## config.mk

```make
export PLATFORM = sky130hd
export DESIGN_NAME = io_arbiter
export DESIGN_NICKNAME = d
export VERILOG_FILES = /design/src/rtl/io_arbiter.sv
export SDC_FILE = /design/constraint.sdc
export NUM_CORES = 1
export LEC_CHECK = 0
export ABC_AREA = 1
export CAP_MARGIN = 20
export CORE_ASPECT_RATIO = 0.8
export CORE_MARGIN = 2
export CORE_UTILIZATION = 44
export DETAILED_ROUTE_END_ITERATION = 8
export PLACE_DENSITY = 0.89
export SYNTH_ARGS = -nofsm -noshare
export SYNTH_HDL_FRONTEND = slang
export SYNTH_SLANG_ARGS = --single-unit
export TNS_END_PERCENT = 10
```

## constraint.sdc

```tcl
create_clock -name clk -period 4.35 [get_ports clk]
set_input_delay 1.305 -clock clk [delete_from_list [all_inputs] [get_ports clk]]
set_output_delay 1.305 -clock clk [all_outputs]
set_load 0.05 [all_outputs]
```

## src/rtl/io_arbiter.sv

```systemverilog
// io_arbiter: round-robin owner of the single 8-bit write path
// into the e_s port bank (s1..s4), shared by four requesters.
//
// Ports
//   clk       system clock, rising edge
//   reset     asynchronous, active-low
//   req[3:0]  per-requester request, held while writing
//   port_id   2-bit target per requester (i -> [2i+1:2i])
//   wdata_in  8-bit data per requester (i -> [8i+7:8i])
//   gnt       one-hot grant, zero when idle
//   ack       one-cycle pulse on owner bit, aligned with we
//   we/wid/wdata  port bank write enable, select, data
//   busy      OR of gnt
module io_arbiter #(
  parameter int unsigned MAX_HOLD = 4
) (
  input  logic        clk,
  input  logic        reset,
  input  logic [3:0]  req,
  input  logic [7:0]  port_id,
  input  logic [31:0] wdata_in,
  output logic [3:0]  gnt,
  output logic [3:0]  ack,
  output logic        we,
  output logic [1:0]  wid,
  output logic [7:0]  wdata,
  output logic        busy
);

  typedef enum logic {
    IDLE = 1'b0,
    OWN  = 1'b1
  } state_e;

  localparam logic [3:0] HOLD = 4'(MAX_HOLD);

  state_e      state_q, state_d;
  logic [1:0]  ptr_q, ptr_d;
  logic [1:0]  own_q, own_d;
  logic [3:0]  cnt_q, cnt_d;
  logic [3:0]  gnt_q, gnt_d;
  logic [3:0]  ack_q, ack_d;
  logic        we_q, we_d;
  logic [1:0]  wid_q, wid_d;
  logic [7:0]  wdata_q, wdata_d;
  logic        busy_q, busy_d;

  logic [1:0]  pick;
  logic        pick_vld;
  logic [3:0]  own_oh;
  logic [3:0]  others;
  logic        hold_done;
  logic        rel;
  logic [1:0]  own_wid;
  logic [7:0]  own_wdata;

  // Rotating search from ptr; walk offsets high to low
  // so the smallest offset with a request wins.
  always_comb begin
    pick     = ptr_q;
    pick_vld = 1'b0;
    for (int k = 3; k >= 0; k--) begin
      if (req[ptr_q + 2'(k)]) begin
        pick     = ptr_q + 2'(k);
        pick_vld = 1'b1;
      end
    end
  end

  always_comb begin
    own_oh    = 4'b0001 << own_q;
    others    = req & ~own_oh;
    hold_done = (cnt_q == HOLD);
    rel       = ~req[own_q]
              | (hold_done & (|others));
    own_wid   = port_id[{own_q, 1'b0} +: 2];
    own_wdata = wdata_in[{own_q, 3'b000} +: 8];
  end

  always_comb begin
    state_d = state_q;
    ptr_d   = ptr_q;
    own_d   = own_q;
    cnt_d   = cnt_q;
    gnt_d   = gnt_q;
    ack_d   = 4'b0000;
    we_d    = 1'b0;
    wid_d   = wid_q;
    wdata_d = wdata_q;
    unique case (state_q)
      IDLE: begin
        gnt_d = 4'b0000;
        if (pick_vld) begin
          own_d   = pick;
          gnt_d   = 4'b0001 << pick;
          cnt_d   = 4'd0;
          state_d = OWN;
        end
      end
      OWN: begin
        if (rel) begin
          gnt_d   = 4'b0000;
          ptr_d   = own_q + 2'd1;
          state_d = IDLE;
        end else begin
          we_d    = 1'b1;
          ack_d   = own_oh;
          wid_d   = own_wid;
          wdata_d = own_wdata;
          // A lone owner parks at HOLD and keeps writing.
          cnt_d   = hold_done ? cnt_q
                              : cnt_q + 4'd1;
        end
      end
      default: state_d = IDLE;
    endcase
    busy_d = |gnt_d;
  end

  always_ff @(posedge clk or negedge reset) begin
    if (!reset) begin
      state_q <= IDLE;
      ptr_q   <= 2'd0;
      own_q   <= 2'd0;
      cnt_q   <= 4'd0;
      gnt_q   <= 4'b0000;
      ack_q   <= 4'b0000;
      we_q    <= 1'b0;
      wid_q   <= 2'd0;
      wdata_q <= 8'd0;
      busy_q  <= 1'b0;
    end else begin
      state_q <= state_d;
      ptr_q   <= ptr_d;
      own_q   <= own_d;
      cnt_q   <= cnt_d;
      gnt_q   <= gnt_d;
      ack_q   <= ack_d;
      we_q    <= we_d;
      wid_q   <= wid_d;
      wdata_q <= wdata_d;
      busy_q  <= busy_d;
    end
  end

  assign gnt   = gnt_q;
  assign ack   = ack_q;
  assign we    = we_q;
  assign wid   = wid_q;
  assign wdata = wdata_q;
  assign busy  = busy_q;

endmodule

```

==> impl.org <==
** Run status
- Status :: finished clean

** Drt
- In the final routed layout, each cell accounts on average for ~13 um.
- Dividing the detail-routed via count by the number of cells gives around 5.0.
- For this run, design rule violations remaining after detail routing come to 0.
- Overall via count from detail_route :: between 1500 and 2000
- Routed wire length :: 4900 um
- In this run the remaining antenna-violating nets after routing total 0.
- Drt first-iter violations :: 42
- For this run, the detailed router's first-pass iteration total came to 4.

** Floorplan
- The initial utilization of the core area, before any placement, comes to 0.454.
- Die width :: around 77 um
- The floorplan step defined a die boundary enclosing around 4800 um2.
- The floorplan has 21 rows.
- 66 I/O pins were placed.
- From bottom edge to top edge, the die measures about 63 um.
- Core area :: just over 4000 um2

** Global routing
- Entering global routing, the biggest net connects 30 pins.
- Wire length of the first global-routing pass :: 8390 um
- The number of global-route vias before repair was between 1500 and 2000.
- The number of antenna violations at the first check in global routing came to 0.
- For this run, the total global-route usage over all layers was measured as 0.219.
- Remaining global-route overflow :: 0

** Synth
- Post-synthesis cell type with the largest combined area :: dfrtp_1
- Cells after Synth :: between 200 and 250
- Average footprint of a synthesized cell :: ~7.6 um2
- Most used DFF post-synth :: dfrtp_1
- Share of synthesized area occupied by flip-flops and latches :: 0.385
- In this run the cell area of the synthesized design comes to 1890 um2.
- The share of synthesized area in the top cell type comes to 0.385.
- Number of distinct library cell variants in the gate-level netlist after synthesis :: 29
- Total number of yosys warnings :: 0
- Area contributors post-synth :: dfrtp_1 38%, nand2_1 13%, nand2_2 7.0%
- Counting flops with a built-in enable in the synthesized netlist gives 0.
- After synthesis, the share of flip-flops with an asynchronous set or reset is 1.00.
- Synthesis produced a netlist with a net count of between 300 and 400.
- Post-synthesis register bit count :: 29

** Worst setup path
- The worst setup path is of the in -> reg kind.
- Largest stage delay on the critical path :: 0.50 ns
- Data arrives at the worst endpoint at roughly 3 ns.
- Setup slack, reg-to-reg :: approximately 1.6 ns
- Cell-by-cell listing of the critical path :: clkdlybuf4s50_1 -> inv_1 -> o21ai_0 -> a21oi_1 -> nor2_2 -> nand3_4 -> inv_2 -> nand2_1 -> nand2_1 -> nor2_1 -> nand2_1
- Among cell families on the critical path, the largest total delay comes from buffers and inverters.
- Data on the critical path is required at its endpoint by around 4.6 ns.
- Critical path startpoint category :: primary input
- Type of element capturing the critical path :: flop
- Maximum fanout along the worst path :: 16
- Counting both buffers and inverters, the worst setup path holds a total of 3.
- Most prevalent standard cell on the critical path :: nand2_1
- CP max-delay cell :: clkdlybuf4s50_1

** STA
- Tmin final :: 2.86 ns
- Pins Over Slew Limit :: 0
- Slew margin rel. :: 0.421
- Derived from the worst setup path, the maximum achievable clock frequency is about 350 MHz.
- Count of final hold-check violations :: 0
- Post-Route Skew :: around 0.0058 ns
- Worst-margin pin slew :: approximately 0.87 ns
- Sum of negative setup slack :: 0 ns
- Number of setup violations in the final report :: 0
- Setup repair after global routing missed its margin :: no
- Part of the cycle the worst path needs :: 0.658

** Pwr
- Maximum VDD drop :: a little over 400 uV
- Leakage power figure :: roughly 1.2 nW
- Pwr dens :: ~810 nW/um2

** Cells and area
- Register area :: slightly above 700 um2
- Counting the fill cells in the layout gives around 370.
- The finished cells cover 2660 um2.
- Commonest non-fill, non-tap cell in the layout :: clkdlybuf4s50_1
- 0 antenna diodes ended up in the layout.
- At the end of the flow the core is filled with cells to 0.640.
- Of the cells placed in the final design, the portion with a size suffix greater than 1 is 0.166.
- The library cells used most frequently in the layout, excluding fill and tap cells, are 65 x clkdlybuf4s50_1, 63 x nand2_1, 29 x dfrtp_1.
- For this run, the post-layout net count is between 300 and 400.
- Non-Filler Instances :: 370
- Area of the multi-input gates :: a little over 1000 um2
- Growth of design area from synthesis to finish :: 40.9%

** CTS
- In this run the clock root is driven by a clkbuf_8.
- Clock edge transition at the registers on the reported setup and hold paths :: 0.06 ns
- TritonCTS created 5 clock buffers.
- CTS Hold Buffers Added :: 0
- H-tree depth :: 2
- Number of resized instances in the post-cts repair step :: 0
- Clock Sink Count :: 29
- Post-CTS timing repair inserted 0 buffers for setup.
- Buffer depth of the longest clock path :: 2
- TritonCTS built the clock tree.
- At the later pin of the worst-skew pair, clock insertion delay measures approximately 0.28 ns.

** Placement
- Placed wire-length estimate after detailed placement :: ~3600 um
- Routability-driven placement congestion ratio :: 0.871
- Port bufs :: between 60 and 70
- Placed instance count :: between 300 and 400
- The placed instances occupy a cell area of between 2000 and 3000 um2.

** Job
- Across the run, the number of max-cap violations was 0.

** Hold path
- Worst min-delay path class :: reg -> reg
## report_power, final
part	internal (mW)	leakage (nW)	switching (mW)
logic	0.475	0.814	0.923
registers	0.388	0.369	0.145
clock network	0.125	0.0443	0.0963
total	0.989	1.23	1.16
## metal layers
layer,track usage,up-vias,part of all wire
met1,0.263,836,0.42
met5,0,-,0
met4,0.0670,0,0.016
met3,0.0939,13,0.091
li1,-,930,-
met2,0.355,77,0.47
## flip-flops by register name, summed over array words and instances, names as in the netlist
register,flops
ack,4
busy,1
cnt_q,4
gnt,4
own_q,2
ptr_q,2
state_q,1
wdata,8
we,1
wid,2
## worst paths after layout
path	depth (start not counted)	end	from
setup / recovery	11	busy	req[0]
hold / removal	2	wdata[0]	wdata[0]
setup reg to reg	10	busy	own_q[0]
hold reg to reg	2	wdata[0]	wdata[0]
max in group asynchronous	2	gnt[3]	reset
min in group asynchronous	2	ptr_q[0]	reset
## tightest hold or removal path: stages (launching register included)
cell and delay [ns]:
dfrtp_1 0.35, nand2_1 0.05, nand2_1 0.06
## layout make-up
cell class	instances	share of cell area
clock buffer	7	0.0325
sequential	29	0.273
multi-input combinational	190	0.390
inverter	21	0.0297
timing repair buffer	66	0.248
tap	57	0.0268
## cell families (layout without fill, tap and decap cells)
kind of cell,count (synthesis),after routing,synth area share
buf+inv,30,94,0.0657
flops,29,29,0.385
simple gates,134,134,0.347
compound gates,48,48,0.153
xor+xnor,2,2,0.00929
fa+ha+maj,6,6,0.0398
## Yosys cell counts, types with 2 or more instances
| master | instances |
|---|---|
| o21ai_0 | 24 |
| nor2_4 | 2 |
| nand2_2 | 21 |
| dfrtp_1 | 29 |
| ha_1 | 6 |
| a21oi_1 | 3 |
| nor2_1 | 27 |
| inv_2 | 6 |
| nand4_1 | 2 |
| nand2_1 | 63 |
| inv_1 | 15 |
| nand3_1 | 8 |
| o31ai_2 | 2 |
| nor2_2 | 3 |
| o21ai_1 | 4 |
| clkbuf_1 | 6 |
| nand2_4 | 4 |
| nand3_2 | 2 |
| o22ai_1 | 12 |
## per-stage QoR
| step | hold slack [ns] | total power, mW | setup WS, ns |
|---|---|---|---|
| 6_report | 0.491 | 2.15 | 1.49 |
| 5_1_grt | 0.507 | 2.33 | 1.33 |
| 4_1_cts | 0.490 | 2.16 | 1.46 |
| 3_5_place_dp | 0.465 | 1.93 | 1.19 |
| 3_3_place_gp | 0.463 | 1.88 | 1.28 |
| 2_1_floorplan | 0.502 | 1.56 | 2.07 |
Note: power is estimated with default switching activity, not from simulation.
